$ cat src/rtl/stream_checksum.sv
// stream_checksum
//   Computes the 16-bit ones-complement (Internet) checksum and the
//   qualified byte count of a packet that arrives as a valid/ready stream.
//   One result is presented per packet and held until it is accepted.
//
// Ports
//   clk         rising-edge clock
//   rst_n       asynchronous active-low reset
//   s_valid     input beat present
//   s_ready     block can accept a beat (state ACC)
//   s_data      DATA_W-bit beat; 16-bit word k = s_data[16k+15:16k]
//   s_keep      byte qualifiers; bit j qualifies s_data[8j+7:8j]
//   s_last      final beat of the packet
//   seed        initial partial sum, sampled on the first beat of a packet
//   csum_valid  result presented (state DONE)
//   csum_ready  consumer accepts the result
//   csum        ones-complement checksum of the packet
//   byte_count  qualified bytes: live in ACC, frozen in DONE
module stream_checksum #(
  parameter int DATA_W   = 64,
  parameter int CNT_W    = 16,
  parameter int ZERO_MAP = 0
) (
  input  logic                clk,
  input  logic                rst_n,
  input  logic                s_valid,
  output logic                s_ready,
  input  logic [DATA_W-1:0]   s_data,
  input  logic [DATA_W/8-1:0] s_keep,
  input  logic                s_last,
  input  logic [15:0]         seed,
  output logic                csum_valid,
  input  logic                csum_ready,
  output logic [15:0]         csum,
  output logic [CNT_W-1:0]    byte_count
);

  localparam int NW    = DATA_W / 16;
  localparam int NB    = DATA_W / 8;
  localparam int PC_W  = $clog2(NB + 1);
  // Wide enough for the running 16-bit value plus NW full words.
  localparam int SUM_W = 16 + $clog2(NW + 2);
  localparam int CW    = ((CNT_W > PC_W) ? CNT_W : PC_W) + 1;
  localparam logic [CW-1:0] CNT_MAX = {{(CW-CNT_W){1'b0}}, {CNT_W{1'b1}}};

  typedef enum logic {
    ACC  = 1'b0,
    DONE = 1'b1
  } state_t;

  state_t             state_q, state_d;
  logic [15:0]        acc_q, acc_d;
  logic [CNT_W-1:0]   cnt_q, cnt_d;
  logic               first_q, first_d;
  logic [15:0]        csum_q, csum_d;

  logic [SUM_W-1:0]   sum_s;
  logic [15:0]        word_s;
  logic [15:0]        fold_s;
  logic [PC_W-1:0]    pc_s;
  logic [CW-1:0]      cnt_sum_s;
  logic [CNT_W-1:0]   cnt_sat_s;

  // End-around carry. The sum is at most SUM_W bits, so after two folds it
  // fits in 16 bits; a third pass is kept as margin for every legal DATA_W.
  function automatic logic [15:0] fold16(input logic [SUM_W-1:0] v);
    logic [SUM_W-1:0] s;
    s = v;
    for (int i = 0; i < 3; i++) begin
      s = {{(SUM_W-16){1'b0}}, s[15:0]} + (s >> 16);
    end
    return s[15:0];
  endfunction

  // Complement the folded sum; optionally map a zero checksum to 0xFFFF.
  function automatic logic [15:0] finalize(input logic [15:0] a);
    logic [15:0] c;
    c = ~a;
    if ((ZERO_MAP != 0) && (c == 16'h0000)) begin
      c = 16'hFFFF;
    end else begin
      c = c;
    end
    return c;
  endfunction

  // Masked word sum of the current beat on top of seed (first beat) or acc.
  always_comb begin
    sum_s  = first_q ? {{(SUM_W-16){1'b0}}, seed} : {{(SUM_W-16){1'b0}}, acc_q};
    word_s = 16'h0000;
    for (int k = 0; k < NW; k++) begin
      word_s = s_data[16*k +: 16] & {{8{s_keep[2*k+1]}}, {8{s_keep[2*k]}}};
      sum_s  = sum_s + {{(SUM_W-16){1'b0}}, word_s};
    end
    fold_s = fold16(sum_s);
  end

  // Byte count of the beat and saturating add into the counter.
  always_comb begin
    pc_s = {PC_W{1'b0}};
    for (int j = 0; j < NB; j++) begin
      pc_s = pc_s + {{(PC_W-1){1'b0}}, s_keep[j]};
    end
    cnt_sum_s = {{(CW-CNT_W){1'b0}}, cnt_q} + {{(CW-PC_W){1'b0}}, pc_s};
    if (cnt_sum_s > CNT_MAX) begin
      cnt_sat_s = {CNT_W{1'b1}};
    end else begin
      cnt_sat_s = cnt_sum_s[CNT_W-1:0];
    end
  end

  // State and datapath registers.
  always_ff @(posedge clk or negedge rst_n) begin
    if (!rst_n) begin
      state_q <= ACC;
      acc_q   <= 16'h0000;
      cnt_q   <= {CNT_W{1'b0}};
      first_q <= 1'b1;
      csum_q  <= 16'hFFFF;
    end else begin
      state_q <= state_d;
      acc_q   <= acc_d;
      cnt_q   <= cnt_d;
      first_q <= first_d;
      csum_q  <= csum_d;
    end
  end

  // Next-state logic: accumulate in ACC, hold the result in DONE.
  always_comb begin
    state_d = state_q;
    acc_d   = acc_q;
    cnt_d   = cnt_q;
    first_d = first_q;
    csum_d  = csum_q;
    case (state_q)
      ACC: begin
        if (s_valid) begin
          acc_d   = fold_s;
          cnt_d   = cnt_sat_s;
          first_d = 1'b0;
          if (s_last) begin
            state_d = DONE;
            csum_d  = finalize(fold_s);
          end else begin
            state_d = ACC;
          end
        end else begin
          state_d = ACC;
        end
      end
      DONE: begin
        if (csum_ready) begin
          state_d = ACC;
          acc_d   = 16'h0000;
          cnt_d   = {CNT_W{1'b0}};
          first_d = 1'b1;
          csum_d  = 16'hFFFF;
        end else begin
          state_d = DONE;
        end
      end
      default: begin
        state_d = ACC;
        acc_d   = 16'h0000;
        cnt_d   = {CNT_W{1'b0}};
        first_d = 1'b1;
        csum_d  = 16'hFFFF;
      end
    endcase
  end

  assign s_ready    = (state_q == ACC);
  assign csum_valid = (state_q == DONE);
  assign csum       = csum_q;
  assign byte_count = cnt_q;

endmodule

$ cat config.mk
export PLATFORM = sky130hd
export DESIGN_NAME = stream_checksum
export DESIGN_NICKNAME = d
export VERILOG_FILES = /design/src/rtl/stream_checksum.sv
export SDC_FILE = /design/constraint.sdc
export NUM_CORES = 1
export LEC_CHECK = 0
export CAP_MARGIN = 0
export CORE_MARGIN = 2
export CORE_UTILIZATION = 49
export CTS_CLUSTER_DIAMETER = 60
export DETAILED_ROUTE_END_ITERATION = 10
export PLACE_DENSITY = 0.82
export SYNTH_ARGS = -nofsm -noshare
export SYNTH_HDL_FRONTEND = slang
export SYNTH_SLANG_ARGS = --single-unit
$ cat constraint.sdc
create_clock -name clk -period 12.1 [get_ports clk]
set_input_delay 3.63 -clock clk [delete_from_list [all_inputs] [get_ports clk]]
set_output_delay 3.63 -clock clk [all_outputs]
set_load 0.1 [all_outputs]
After elaboration in Yosys (flattened, before gate mapping) --
Index checks and enable logic that the tools add are counted.
Cells by class: add/subtract/negate cells 15, multipliers 0, div/mod/pow operators 0, $lt $le $gt $ge 1, equal/unequal tests 3, shift-type cells 0, multiplexer cells 18, bitwise logic cells 6, reduce and logical (&&, ||, !) cells 2
Operator list (count):
- $mux W16 | 8
- $pmux W16 S2 | 3
- $and A16 B16 Y16 | 4
- $add A18 B16 Y19 | 1
- $add A19 B16 Y19 | 1
- $add A17 B16 Y18 | 1
- $add A16 B1 Y17 | 1
- $add A16 B16 Y17 | 1
- $add A16 B3 Y17 | 1
- $add A16 B4 Y17 | 1
- $gt A17 B16 Y1 const B | 1
- $add A16 B1 Y16 | 1
- $add A4 B1 Y4 | 4
- $not A16 Y16 | 1
- $mux W1 | 5
- $add A3 B1 Y4 | 1
- $ne A2 B2 Y1 const B | 2
- $pmux W1 S2 | 2
- $add A2 B1 Y3 | 1
- $reduce_and A3 Y1 | 1
- $add A1 B1 Y2 | 1
- $ne A2 B1 Y1 const B | 1
- $reduce_and A2 Y1 | 1
- $not A1 Y1 | 1
Word-level totals: register bits after elaboration 50, bits in latches 0, memory bits (writable) 0, memory bits (read-only) 0, input port bits 93, output and inout bits 34, logic and storage cells 50, memories 0

Logic depth before layout (Yosys ltp) --
word-level depth 12, gate-level depth with buffers 45

Worst setup path before layout --
Ideal clock, no wire load.
kind in2reg, start input seed[1], end register acc_q[15], setup time 0.122 ns, arrival time 11.893 ns, required time 11.978 ns, slack 0.085 ns, stages 38, buffers on the path 0, cells stage by stage mux2_2 fa_1 inv_1 fa_1 fa_1 inv_1 ha_1 inv_1 fa_1 nand2b_2 a211oi_4 o2111ai_1 nand2_1 a31oi_1 o21ai_0 a21o_1 a21o_1 xor2_1 [2 not listed] nor2b_1 o221a_2 nand3_1 nor4_1 nand3_1 nor3_1 ha_1 ha_1 nand2_1 nor3_1 nand2_1 a2111oi_0 a31oi_1 or3_1 nor4b_2 a41oi_1 or3_1 a32o_1
Between the ends: cells in the longest elaborated chain, start to end 10
RTL lines:
- from (decl) | RTL line 31 | input logic [15:0] seed,
- $mux W16 | RTL line 89 | sum_s = first_q ? {{(SUM_W-16){1'b0}}, seed} : {{(SUM_W-16){1'b0}}, acc_q};
- $add A16 B16 Y17 | RTL line 93 | sum_s = sum_s + {{(SUM_W-16){1'b0}}, word_s};
- $add A17 B16 Y18 | RTL line 93
- $add A18 B16 Y19 | RTL line 93
- $add A19 B16 Y19 | RTL line 93
- $add A16 B3 Y17 | RTL line 70 | s = {{(SUM_W-16){1'b0}}, s[15:0]} + (s >> 16);
- $add A16 B1 Y17 | RTL line 70
- $add A16 B1 Y16 | RTL line 70
- $mux W16 | RTL line 138 | if (s_valid) begin
- $pmux W16 S2 | RTL line 136 | case (state_q)
- to (signal assigned) | RTL line 116 | acc_q <= 16'h0000;
- to (signal assigned) | RTL line 122 | acc_q <= acc_d;
- to (decl) | RTL line 52 | logic [15:0] acc_q, acc_d;
No other way between the ends. The select of a mux whose other input is x is not followed. A chain may end at the register's enable or synchronous reset.

Worst setup path after layout --
start input s_data[4], end register csum_q[9] (netlist: csum[9])
Between the ends: cells in the longest elaborated chain, start to end 12
RTL lines:
- from (decl) | RTL line 28 | input logic [DATA_W-1:0] s_data,
- $and A16 B16 Y16 | RTL line 92 | word_s = s_data[16*k +: 16] & {{8{s_keep[2*k+1]}}, {8{s_keep[2*k]}}};
- $add A16 B16 Y17 | RTL line 93
- $add A17 B16 Y18 | RTL line 93
- $add A18 B16 Y19 | RTL line 93
- $add A19 B16 Y19 | RTL line 93
- $add A16 B3 Y17 | RTL line 70
- $add A16 B1 Y17 | RTL line 70
- $add A16 B1 Y16 | RTL line 70
- $not A16 Y16 | RTL line 78 | c = ~a;
- $mux W16 | RTL line 142 | if (s_last) begin
- $mux W16 | RTL line 138
- $pmux W16 S2 | RTL line 136
- to (signal assigned) | RTL line 125 | csum_q <= csum_d;
- to (decl) | RTL line 55 | logic [15:0] csum_q, csum_d;
No other way between the ends. The select of a mux whose other input is x is not followed.

==> out/qor.log <==
[clock_network] number of buffers inserted during clock tree synthesis 5
[sta] Final Hold Viols 0
[logic_synthesis] Syn. warnings 0
[setup_path] path type of the worst setup path input pin to flop
[sta] Slew @ Worst Pin 1.07 ns
[clock_network] clock root buffer sky130_fd_sc_hd__clkbuf_16
[logic_synthesis] average footprint of a synthesized cell 8.73 sq um
[clock_network] source-to-sink clock delay at the later pin of the worst-skew pair 0.29 ns
[route] Wirelength per Cell 18.4 microns
[logic_synthesis] Post-synth ARST share 1.00
[clock_network] CTS clock-pin slew for the worst setup and hold paths 0.07 ns
[route] drt drc 0
[floorplan] height of the die 114 microns
[placed_design] detailed-placement wirelength estimate 13.9 mm
[global_routing] wire length of the first global-routing pass 29.8 mm
[placed_design] Port Buf Inserts 126
[setup_path] WP data arrival 12.29 ns
[logic_synthesis] flip-flop cell with the highest count after synthesis sky130_fd_sc_hd__dfrtp_1
[global_routing] Congestion Overflow GR 0
[logic_synthesis] net count after synthesis 860
[sta] crit share post-route 0.997
[sta] final slew viol count 0
[global_routing] largest net degree at the start of global routing 51
[sta] Fmax achieved 82.9 MHz
[setup_path] type of origin of the critical path input pin
[logic_synthesis] largest area contributor in the synthesized netlist sky130_fd_sc_hd__fa_1
[clock_network] TritonCTS clock tree done
[logic_synthesis] number of flops mapped to enable cells by yosys 0
[global_routing] vias in the first global route 6368
[floorplan] number of I/O pins 127
[sta] tightest slew margin relative to the limit 0.287
[worst_hold_path] kind of path behind the tightest hold check flop to flop
[route] total iterations of the first detailed-routing run 5
[setup_path] path depth of the worst reg2reg path 42
[global_routing] overall global routing resource usage 0.283
[logic_synthesis] Synth Register Bits 50
[logic_synthesis] top post-synthesis cells by area sky130_fd_sc_hd__fa_1 (18%), sky130_fd_sc_hd__dfrtp_1 (14%), sky130_fd_sc_hd__dfstp_2 (7.5%), sky130_fd_sc_hd__ha_1 (6.7%), sky130_fd_sc_hd__and2_1 (5.6%)
[sta] post-route clock skew 0.00514 ns
[setup_path] most prevalent standard cell on the critical path sky130_fd_sc_hd__buf_4
[status] status complete, no violations
[route] remaining antenna violation count after routing 0
[floorplan] initial core utilization 0.500
[layout] total number of nets in the final design 1076
[sta] worst hold margin 0.502 ns
[layout] Inserted Diodes 0
[logic_synthesis] Distinct cells, synth 65
[layout] share of final-layout standard cells stronger than drive strength 1 0.291
[setup_path] delay of the slowest critical-path stage 0.54 ns
[route] sum of routed wire length over all layers 19.2 mm
[clock_network] CTS H-Tree Depth 2
[clock_network] clock sink total 50
[global_routing] number of antenna violations at the first check in global routing 0
[floorplan] floorplan die area 13000 sq um
[floorplan] placeable core region 11900 sq um
[clock_network] buffer depth of the longest clock path 2
[flow_run] Max Cap Viol 0
[placed_design] Routability Congestion 0.932
[logic_synthesis] post-synthesis sequential area ratio 0.214
[setup_path] highest fanout seen on the critical path 4
[floorplan] std cell rows 40
[setup_path] Max stage delay cell, worst path sky130_fd_sc_hd__fa_1
[route] routed vias/inst 5.77
[route] Vias 6032
[floorplan] width of the chip 114 microns
[layout] final standard cell utilization of the core 0.744
[layout] Synth-to-Final Area Change 49.0%
[sta] minimum clock period 12.07 ns
[logic_synthesis] number of instances in the synthesized netlist 682
[setup_path] crit path capture type flop
[route] first-iteration detailed-routing DRC count 475
[logic_synthesis] Post-Syn Area 5950 sq um
[logic_synthesis] Yosys top cell area share 0.178
[worst_hold_path] worst hold stages 2
[setup_path] CP Data Required Time 12.32 ns
[sta] number of setup violations in the final report 0
-- registers in the layout, indices dropped and copies added, names as in the netlist --
register	cells
acc_q	16
byte_count	16
csum	16
csum_valid	1
first_q	1
-- final timing paths --
kind	from	end	slack, ns
max	s_data[4]	csum[9]	0.03
min	acc_q[4]	acc_q[4]	0.50
max reg2reg	first_q	csum[9]	2.57
min reg2reg	acc_q[4]	acc_q[4]	0.50
max in group asynchronous	rst_n	acc_q[12]	7.91
min in group asynchronous	rst_n	byte_count[9]	3.54
-- stage by stage --
stage                     setup slack, ns  setup TNS [ns]  cells  cell area, sq um
after floorplan                    0.0850               0    682              5950
after global placement             -0.463           -6.05    996              7770
after detailed placement           -0.962          -22.29    996              7770
after CTS                      0.00000977               0   1036              8410
after global routing               -0.213           -3.72   1046              8860
final                              0.0333               0   1046              8860
-- kinds of logic (layout without fill, tap and decap cells) --
kind of cell	Yosys count	in the layout	synth area share
simple gates	234	234	0.207
compound gates	142	142	0.160
buf+inv	107	324	0.0692
fa+ha+maj	85	85	0.246
flops	50	50	0.214
xor+xnor	45	45	0.0685
mux	19	19	0.0355
-- final cells by class --
cell class / instances / area, sq um
Clock buffer: 5 / 125
Clock inverter: 3 / 21.3
Fill cell: 788 / 3050
Inverter: 86 / 323
Multi-Input combinational cell: 525 / 4850
Sequential cell: 50 / 1270
Tap cell: 147 / 184
Timing Repair Buffer: 230 / 2090
-- critical path, delay by kind of cell --
family                     cells  cell delay [ns]
AOI/OAI and AO/OA              2             0.29
xor gates and xnor gates       2             0.53
adders and majority gates      7             2.36
buffers and inverters         22             2.96
and+or+nand+nor               16             2.49
-- Yosys cell counts, types with 2 or more instances --
master	instances
sky130_fd_sc_hd__inv_1	86
sky130_fd_sc_hd__nand2_1	63
sky130_fd_sc_hd__and2_1	53
sky130_fd_sc_hd__fa_1	53
sky130_fd_sc_hd__nor2_1	36
sky130_fd_sc_hd__o21ai_0	35
sky130_fd_sc_hd__a21oi_1	34
sky130_fd_sc_hd__dfrtp_1	33
sky130_fd_sc_hd__ha_1	32
sky130_fd_sc_hd__xnor2_1	27
sky130_fd_sc_hd__clkbuf_1	18
sky130_fd_sc_hd__nor3_1	18
sky130_fd_sc_hd__dfstp_2	17
sky130_fd_sc_hd__mux2_2	17
sky130_fd_sc_hd__xor2_1	17
sky130_fd_sc_hd__nand3_1	15
sky130_fd_sc_hd__a22o_1	11
sky130_fd_sc_hd__and3_1	11
sky130_fd_sc_hd__a21o_1	10
sky130_fd_sc_hd__o31ai_1	10
sky130_fd_sc_hd__nand4_1	7
sky130_fd_sc_hd__a31oi_1	6
sky130_fd_sc_hd__nor2b_1	5
sky130_fd_sc_hd__o21bai_1	5
sky130_fd_sc_hd__a41oi_1	4
sky130_fd_sc_hd__o21a_1	4
sky130_fd_sc_hd__a211oi_1	3
sky130_fd_sc_hd__nand2b_1	3
sky130_fd_sc_hd__nor4_1	3
sky130_fd_sc_hd__o211ai_1	3
sky130_fd_sc_hd__or2_2	3
sky130_fd_sc_hd__or3_1	3
sky130_fd_sc_hd__a211oi_4	2
sky130_fd_sc_hd__a32o_1	2
sky130_fd_sc_hd__mux2i_1	2
sky130_fd_sc_hd__or4_1	2
-- metal layers --
| metal | part of all wire | global-route usage | vias to the layer above |
|---|---|---|---|
| li1 | - | - | 2728 |
| met1 | 0.40 | 0.365 | 2973 |
| met5 | 0 | 0 | - |
| met4 | 0.026 | 0.0740 | 0 |
| met2 | 0.50 | 0.500 | 285 |
| met3 | 0.068 | 0.0397 | 46 |
-- cells in the final DEF, fill, tap and decap left out, types with 10 or more instances in the layout --
cell | netlist | layout
sky130_fd_sc_hd__xor2_1 | 17 | 14
sky130_fd_sc_hd__dfrtp_1 | 33 | 33
sky130_fd_sc_hd__nor3_1 | 18 | 13
sky130_fd_sc_hd__and2_4 | 0 | 12
sky130_fd_sc_hd__xnor2_1 | 27 | 24
sky130_fd_sc_hd__buf_4 | 0 | 100
sky130_fd_sc_hd__a21oi_1 | 34 | 25
sky130_fd_sc_hd__nand2_1 | 63 | 59
sky130_fd_sc_hd__o21ai_0 | 35 | 30
sky130_fd_sc_hd__inv_1 | 86 | 69
sky130_fd_sc_hd__nor2_1 | 36 | 35
sky130_fd_sc_hd__a21o_1 | 10 | 10
sky130_fd_sc_hd__inv_2 | 0 | 17
sky130_fd_sc_hd__dfstp_2 | 17 | 17
sky130_fd_sc_hd__a22o_1 | 11 | 11
sky130_fd_sc_hd__clkdlybuf4s50_1 | 0 | 100
sky130_fd_sc_hd__and3_1 | 11 | 10
sky130_fd_sc_hd__nand3_1 | 15 | 11
sky130_fd_sc_hd__ha_4 | 0 | 11
sky130_fd_sc_hd__ha_1 | 32 | 17
sky130_fd_sc_hd__and2_1 | 53 | 41
sky130_fd_sc_hd__fa_1 | 53 | 45
sky130_fd_sc_hd__dlymetal6s2s_1 | 0 | 21
-- repair_timing --
item / in CTS / in global routing
hold buffers: 0 / 0
setup endpoints to repair: 29 / 31
pin swaps: 42 / 79
resized for setup: 56 / 110
buffers inserted: 32 / 11
Power is left out: the tool's default activity adds up to more than one toggle a clock period on the data nets, which glitch-free logic cannot reach.
